## config.mk

```make
export PLATFORM = sky130hd
export DESIGN_NAME = median_row_assembler
export DESIGN_NICKNAME = d
export VERILOG_FILES = /design/src/rtl/median_pkg.sv /design/src/rtl/median_row_assembler.sv
export SDC_FILE = /design/constraint.sdc
export NUM_CORES = 1
export LEC_CHECK = 0
export ABC_AREA = 1
export CORE_UTILIZATION = 45
export DETAILED_ROUTE_END_ITERATION = 16
export PLACE_DENSITY = 0.78
export SETUP_SLACK_MARGIN = 0.3
export SLEW_MARGIN = 20
export SYNTH_ARGS = -nofsm -noshare
export SYNTH_HDL_FRONTEND = slang
export SYNTH_SLANG_ARGS = --single-unit
export TNS_END_PERCENT = 5
```

## constraint.sdc

```tcl
create_clock -name clk -period 5.55 [get_ports clk]
set_input_delay 0.8325 -clock clk [delete_from_list [all_inputs] [get_ports clk]]
set_output_delay 0.8325 -clock clk [all_outputs]
set_load 0.005 [all_outputs]
```

## src/rtl/median_pkg.sv

```systemverilog
// Shared definitions for the median filter datapath.
// Pixel width and default row size used by the assembler and the filter.
package median_pkg;

    localparam int PIX_W = 8;
    localparam int SIZE  = 10;

    typedef logic [PIX_W-1:0] pixel_t;

    typedef enum logic {
        FILLING = 1'b0,
        FULL    = 1'b1
    } fill_state_t;

endpackage

```

## src/rtl/median_row_assembler.sv

```systemverilog
// Serial pixel stream to parallel row converter feeding the median filter.
// One fill buffer plus one held output register give double buffering.
module median_row_assembler #(
    parameter int SIZE  = median_pkg::SIZE,
    parameter int PIX_W = median_pkg::PIX_W,
    parameter int CNT_W = 16
) (
    input  logic             clk,
    input  logic             rst,
    input  logic [PIX_W-1:0] in_pixel,
    input  logic             in_valid,
    input  logic             in_sol,
    output logic             in_ready,
    output logic [PIX_W-1:0] row_out [SIZE],
    output logic             row_valid,
    input  logic             row_ready,
    output logic [CNT_W-1:0] row_count,
    output logic             sync_err,
    input  logic             clr_err
);
    import median_pkg::*;

    localparam int IDX_W = $clog2(SIZE);
    localparam logic [IDX_W-1:0] LAST = IDX_W'(SIZE - 1);

    fill_state_t      state;
    fill_state_t      state_nx;
    logic [IDX_W-1:0] idx;
    logic [IDX_W-1:0] wr_idx;
    logic [PIX_W-1:0] fill [SIZE];
    logic             accept;
    logic             done;
    logic             early_sol;
    logic             transfer;

    assign in_ready  = (state == FILLING) && !rst;
    assign accept    = in_valid && in_ready;
    assign done      = accept && !in_sol && (idx == LAST);
    assign early_sol = accept && in_sol && (idx != '0);
    assign transfer  = (state == FULL) && (!row_valid || row_ready);
    assign wr_idx    = in_sol ? IDX_W'(0) : idx;

    always_comb begin
        state_nx = state;
        unique case (state)
            FILLING: if (done) state_nx = FULL;
            FULL:    if (transfer) state_nx = FILLING;
        endcase
    end

    always_ff @(posedge clk) begin
        if (rst) begin
            state <= FILLING;
        end else begin
            state <= state_nx;
        end
    end

    // SOL always restarts the row at slot 0, whatever idx was.
    always_ff @(posedge clk) begin
        if (rst) begin
            idx <= '0;
        end else if (accept) begin
            if (in_sol) begin
                idx <= IDX_W'(1);
            end else if (idx == LAST) begin
                idx <= '0;
            end else begin
                idx <= idx + IDX_W'(1);
            end
        end
    end

    always_ff @(posedge clk) begin
        if (accept) begin
            fill[wr_idx] <= in_pixel;
        end
    end

    always_ff @(posedge clk) begin
        if (rst) begin
            row_valid <= 1'b0;
            row_count <= '0;
            for (int i = 0; i < SIZE; i++) begin
                row_out[i] <= '0;
            end
        end else if (transfer) begin
            row_out   <= fill;
            row_valid <= 1'b1;
            row_count <= row_count + CNT_W'(1);
        end else if (row_valid && row_ready) begin
            row_valid <= 1'b0;
        end
    end

    always_ff @(posedge clk) begin
        if (rst) begin
            sync_err <= 1'b0;
        end else if (early_sol) begin
            sync_err <= 1'b1;
        end else if (clr_err) begin
            sync_err <= 1'b0;
        end
    end

endmodule

```

==> metrics.md, run 1 <==
| Metric | Value |
|---|---|
| Die Width | 121 um |
| Post-CTS Hold Fix Bufs | 0 |
| F_max | 0.305 GHz |
| R2R setup slack | 2790 ps |
| Most common cell after layout, fill and taps aside | nor2_1 |
| Synthesized net count | 629 |
| Peak fanout along the critical path | 89 |
| IO Pins | 113 |
| Min Tclk post-route | 3280 ps |
| CP Launch Point | row_ready |
| CTS H-tree depth | 4 |
| Placer congestion estimate | 0.793 |
| HPWL after detailed placement | 9080 um |
| CTS buffer count | 17 |
| CP required | 5890 ps |
| Arr. time, crit path | 3620 ps |
| Via/cell ratio | 5.02 |
| Ys Warns | 0 |
| Die area | 0.0147 mm^2 |
| Pwr/cell area | 322 mW/mm^2 |
| Max-slew headroom | 40.0% |
| Proportion of layout cells with a drive suffix above 1 | 6.46% |
| Multi-input gate area | 0.00169 mm^2 |
| Gr usage total | 20.2% |
| Number of global-route vias before repair | 4443 |
| Starting Density | 46.2% |
| Final Hold Fails | 0 |
| Die height | 121 um |
| Syn Area/Cell | 10.5 um^2 |
| First-pass GRT wire length | 22200 um |
| Crit start category | primary input |
| Remaining antenna violation count | 0 |
| Fill cells | 1162 |
| Worst path max stage delay | 790 ps |
| CP most frequent cell | nand2_1 |
| Tightest Hold Check Type | reg2reg |
| Worst Max-Slew Pin Slew | 900 ps |
| VDD IR max | 0.352 mV |
| Largest net degree at the start of global routing | 90 |
| CP Capture Point | row_count[2]$_SDFFE_PP0P_ |
| Final period util | 59.1% |
| Leakage power | 2.76 nW |
| WL final | 13900 um |
| Worst-path cell chain | clkdlybuf4s50_1 > clkinv_1 > nand2_1 > nand2_4 > inv_2 > buf_4 > nand2_1 > a211oi_1 |
| Area Overhead vs Synth | 27.7% |
| Clk_lat worst skew | 430 ps |
| Cell Area, Synth | 0.00641 mm^2 |
| Worst R2R Path Depth | 5 |
| Number of port buffers | 112 |
| Final setup fails | 0 |
| R2r startpoint | state$_SDFF_PP0_ |
| Core area | 0.0139 mm^2 |
| Initial antenna violation count | 0 |
| Longest Clk Path Bufs | 2 |
| MaxCap Viol Count | 0 |
| Most frequent cells in the layout | nor2_1 (196), clkdlybuf4s50_1 (112), dfxtp_1 (103), edfxtp_1 (80), o21ai_1 (61) |
| Drt wl/cell | 15.3 um |
| Cell variety after synth | 32 |
| RSZ-0062 raised after global routing | no |
| Reg-to-reg endpoint | row_count[2]$_SDFFE_PP0P_ |
| Global route total overflow | 0 |
| Nets@finish | 733 |
| Post-cts sizing count | 0 |
| FF+latch area | 0.00446 mm^2 |
| CP endpoint kind | flip-flop |
| Postcts setup bufs | 0 |
| Status | finished clean |
| Sum Neg Setup Slack | 0 ps |
| Slowest CP cell | inv_2 |
| N_diodes | 0 |
| Mapped Cells | 611 |
| Min Hold Slack | 482 ps |
| Number of synthesized register bits | 183 |
| Rows | 43 |
| DRC viols | 0 |
| Vias | 4552 |
| Root Buffer | clkbuf_16 |
| Iter 0 DRT Violations | 289 |
| CTS sink cnt | 183 |
| Fin. max-slew vios | 0 |
| Critical path class | in2reg |
| DRT Pass-1 Iters | 5 |
| CTS tree | done |
| Sequential share of the synthesized area | 69.7% |
| Clock skew | 5.34 ps |
| Clock transition at path regs | 60 ps |
## state kept, by name, summed over array words and instances (netlist names)
| register | flops |
|---|---|
| fill | 80 |
| row_out | 80 |
| row_count | 16 |
| idx | 4 |
| row_valid | 1 |
| state | 1 |
| sync_err | 1 |
## worst min path at each step
stage                                   startpoint                        to  slack (ps)  cells past startpoint
after floorplan                 fill[12]$_DFFE_PP_  row_out[12]$_SDFFE_PP0P_         460                      2
after CTS                       fill[26]$_DFFE_PP_  row_out[26]$_SDFFE_PP0P_         490                      2
after global placement          fill[64]$_DFFE_PP_  row_out[64]$_SDFFE_PP0P_         470                      2
final                     row_out[25]$_SDFFE_PP0P_  row_out[25]$_SDFFE_PP0P_         480                      2
after global routing      row_out[25]$_SDFFE_PP0P_  row_out[25]$_SDFFE_PP0P_         510                      2
after detailed placement        fill[26]$_DFFE_PP_  row_out[26]$_SDFFE_PP0P_         470                      2
## worst max-delay path: cells and delay by family
kind / cells / cell delay, ps
AO/OA/AOI/OAI: 1 / 200
buffers and inverters: 4 / 1800
AND/OR/NAND/NOR: 3 / 700
## cell families (layout without fill, tap and decap cells)
family / after synthesis / after routing / synth area share (%)
xor+xnor: 3 / 3 / 0.410
fa+ha+maj: 4 / 4 / 0.781
flops: 183 / 183 / 69.7
compound gates: 102 / 102 / 8.14
buf+inv: 52 / 168 / 3.96
simple gates: 267 / 267 / 17.0
## area by class of cell
class	instances	share of cell area, %
clock buffer	20	5.46
tap	180	2.75
multi-input combinational	376	20.7
clock inverter	11	1.53
timing repair buffer	115	14.0
inverter	22	1.06
sequential	183	54.6
## Yosys cell counts (all sizes together)
cell type  number  area, um^2
buf            19         129
edfxtp         80        2400
dfxtp         103        2060
nor2          201         772
o21ai          85         425
nor4            3        18.8
clkinv          2        8.75
nand2          41         171
xnor2           1        8.76
clkbuf         11        41.3
nor3b           1        7.51
o21a            2        15.0
a21oi          12        60.1
a211oi          2        15.0
nand3           8        40.0
xor2            2        17.5
inv            20        75.1
ha              4        50.1
a31oi           1        6.26
nand4           6        37.5
nor3            7        45.0
## routing by layer
| metal | wire, um | up-vias | global-route usage (%) |
|---|---|---|---|
| met2 | 6810 | 181 | 33.4 |
| li1 | - | 2247 | - |
| met3 | 908 | 23 | 5.83 |
| met1 | 5910 | 2101 | 24.6 |
| met5 | 0 | - | 0 |
| met4 | 276 | 0 | 8.33 |
## through the flow
stage	area, um^2	utilization (%)	power (W)	setup WS [ps]	instances
global placement	7610	54.8	0.00150	1940	876
floorplan	6410	-	0.00147	3000	611
global route	8180	58.9	0.00271	2050	907
CTS	8180	58.9	0.00265	2280	907
finish	8180	58.9	0.00263	2270	907
detailed placement	7610	54.8	0.00150	1820	876
## power breakdown
group | internal, W | switching [W] | total [W]
registers | 0.00141 | 0.00000192 | 0.00141
logic | 0.0000196 | 0.0000420 | 0.0000616
clock network | 0.000673 | 0.000486 | 0.00116
total | 0.00210 | 0.000530 | 0.00263
Note: power is estimated with default switching activity, not from simulation.
==> run 2: changes to the inputs <==
Settings changed: PLACE_DENSITY 0.78 to 0.81.
Clock period 5.55 ns to 2.9 ns, I/O delays scaled along.
==> metrics.md, run 2 (synthesis results as in run 1) <==
| Metric | Value |
|---|---|
| MaxCap Viol Count | 0 (unchanged) |
| N_diodes | 0 (unchanged) |
| IO Pins | 113 (unchanged) |
| Remaining antenna violation count | 0 (unchanged) |
| Status | finished clean |
| Worst-path cell chain | clkdlybuf4s50_1 > nor2_2 > clkdlybuf4s50_1 |
| RSZ-0062 raised after global routing | no |
| Hold path startpoint | row_out[20]$_SDFFE_PP0P_ |
| CTS sink cnt | 183 (unchanged) |
| Switch share | 20.9% (+0.71 points) |
| Post-cts sizing count | 0 (unchanged) |
| Slowest CP cell | clkdlybuf4s50_1 |
| HPWL after detailed placement | 9890 um (+8.9%) |
| Crit start category | primary input |
| Iter 0 DRT Violations | 363 (+26%) |
| Max-slew headroom | 55.6% (+16 points) |
| Final setup fails | 0 (unchanged) |
| Number of port buffers | 112 (unchanged) |
| Leakage power | 2.84 nW (+2.9%) |
| CTS H-tree depth | 4 (unchanged) |
| Critical path class | in2out |
| CP most frequent cell | clkdlybuf4s50_1 |
| Postcts setup bufs | 0 (unchanged) |
| VDD IR max | 0.378 mV (+7.3%) |
| CTS tree | done |
| Peak fanout along the critical path | 2 (-98%) |
| Rows | 43 (unchanged) |
| Clk_lat worst skew | 430 ps (about the same) |
| Core area | 0.0139 mm^2 (unchanged) |
| Number of global-route vias before repair | 4467 (+0.54%) |
| Clk network pwr share | 44.9% (+0.8 points) |
| Worst Max-Slew Pin Slew | 664 ps (-236 ps) |
| Int Power | 0.00406 W (+93%) |
| Switching pwr | 0.00107 W (+100%) |
| DRC viols | 0 (unchanged) |
| Longest Clk Path Bufs | 2 (unchanged) |
| Die area | 0.0147 mm^2 (unchanged) |
| Largest net degree at the start of global routing | 82 (-8.9%) |
| Global route total overflow | 0 (unchanged) |
| Most frequent cells in the layout | nor2_1 (196), clkdlybuf4s50_1 (112), dfxtp_1 (103), edfxtp_1 (80), o21ai_1 (61) |
| Comb power frac | 2.5% (+0.2 points) |
| Drt wl/cell | 16.3 um (+6.2%) |
| Initial antenna violation count | 0 (unchanged) |
| WHS Endpoint | row_out[20]$_SDFFE_PP0P_ |
| First-pass GRT wire length | 22900 um (+3.1%) |
| Die height | 121 um (unchanged) |
| Die Width | 121 um (unchanged) |
| Post-CTS Hold Fix Bufs | 0 (unchanged) |
| Sum Neg Setup Slack | 0 ps (unchanged) |
| Tightest Hold Check Type | reg2reg |
| Final period util | 68.2% |
| R2R setup slack | 1050 ps (-1740 ps) |
| Vias | 4650 (+2.2%) |
| Min Tclk post-route | 1980 ps |
| Fin. max-slew vios | 0 (unchanged) |
| WL final | 14900 um (+7.5%) |
| DRT Pass-1 Iters | 5 (unchanged) |
| Arr. time, crit path | 1540 ps (-2080 ps) |
| Power Total | 0.00512 W (+95%) |
| Starting Density | 46.2% (unchanged) |
| Worst hold path depth | 2 (unchanged) |
| Nets@finish | 743 (+1.4%) |
| CP required | 2470 ps (-3420 ps) |
| Final Hold Fails | 0 (unchanged) |
| Root Buffer | clkbuf_16 |
| CP Buf/Inv Count | 2 (-2) |
| Pwr/cell area | 616 mW/mm^2 (+91%) |
| Clock transition at path regs | 70 ps (about the same) |
| Largest regs | fill (80), row_out (80), row_count (16) |
| Gr usage total | 21.1% (+0.87 points) |
| Via/cell ratio | 5.07 (+0.93%) |
| Worst R2R Path Depth | 5 (unchanged) |
| Area Overhead vs Synth | 29.9% |
| Seq pwr share | 52.7% (-0.9 points) |
| Family with the most delay on the worst path | buffers and inverters |
| Proportion of layout cells with a drive suffix above 1 | 8.27% (+1.8 points) |
| Reg-to-reg endpoint | fill[30]$_DFFE_PP_ |
| Most common cell after layout, fill and taps aside | nor2_1 |
| CP endpoint kind | primary output |
| Clock skew | 9.85 ps (+4.51 ps) |
| CTS buffer count | 17 (unchanged) |
| Placer congestion estimate | 0.799 (+0.86%) |
| R2r startpoint | state$_SDFF_PP0_ |
| Worst path max stage delay | 520 ps (-270 ps) |
| F_max | 0.506 GHz |
run 2: cell types whose count changed in the layout (fill, tap and decap cells not counted), moves of 2 or more:
cell,change
inv_8,+2
nor4_2,+2
clkbuf_1,-2
buf_12,+2
clkinvlp_4,-2
clkbuf_8,+2
nor4_1,-2
buf_4,+8
run 2: how the worst max path moves through the flow:
stage | from | endpoint | slack [ps] | cells past startpoint
after floorplan | rst | fill[0]$_DFFE_PP_ | 750 | 6
after global placement | rst | fill[16]$_DFFE_PP_ | 620 | 6
after detailed placement | rst | fill[29]$_DFFE_PP_ | 540 | 6
after CTS | rst | in_ready | 920 | 3
after global routing | rst | fill[21]$_DFFE_PP_ | 860 | 6
final | rst | in_ready | 920 | 3
run 2: final cells by class:
class                      instances  area [um^2]
tap                              180          225
clock buffer                      21          492
sequential                       183         4460
inverter                          22         83.8
timing repair buffer             125         1240
fill                            1092         5560
clock inverter                    11          110
multi-input combinational        376         1700
run 2: tightest hold or removal path: stages (launching register included):
cell	delay (ps)
dfxtp_1	320
nor2_1	50
nor2_1	80
run 2: power by group through the flow:
stage          Combinational [W]  Clock [W]  Sequential (W)
4_1_cts                 0.000127    0.00233         0.00270
6_report                0.000127    0.00230         0.00270
3_3_place_gp            0.000121          0         0.00276
2_1_floorplan          0.0000598          0         0.00275
5_1_grt                 0.000137    0.00244         0.00270
3_5_place_dp            0.000125          0         0.00276
run 2: routing by layer:
| metal | vias to the layer above | track usage, % | wire [um] | share of wire, % |
|---|---|---|---|---|
| li1 | 2268 | - | - | - |
| met1 | 2198 | 24.7 | 6160 | 41 |
| met2 | 153 | 36.0 | 7630 | 51 |
| met3 | 31 | 4.32 | 666 | 4.5 |
| met4 | 0 | 11.3 | 490 | 3.3 |
| met5 | - | 0 | 0 | 0 |
run 2: per-stage QoR:
| step | utilization [%] | setup slack (ps) | instances | cell area [um^2] | hold WS, ps |
|---|---|---|---|---|---|
| 6_report | 60.0 | 922 | 918 | 8320 | 484 |
| 5_1_grt | 60.0 | 858 | 918 | 8320 | 503 |
| 4_1_cts | 60.0 | 919 | 918 | 8320 | 486 |
| 3_5_place_dp | 55.6 | 540 | 886 | 7720 | 472 |
| 3_3_place_gp | 55.6 | 619 | 886 | 7720 | 464 |
| 2_1_floorplan | - | 748 | 611 | 6410 | 456 |
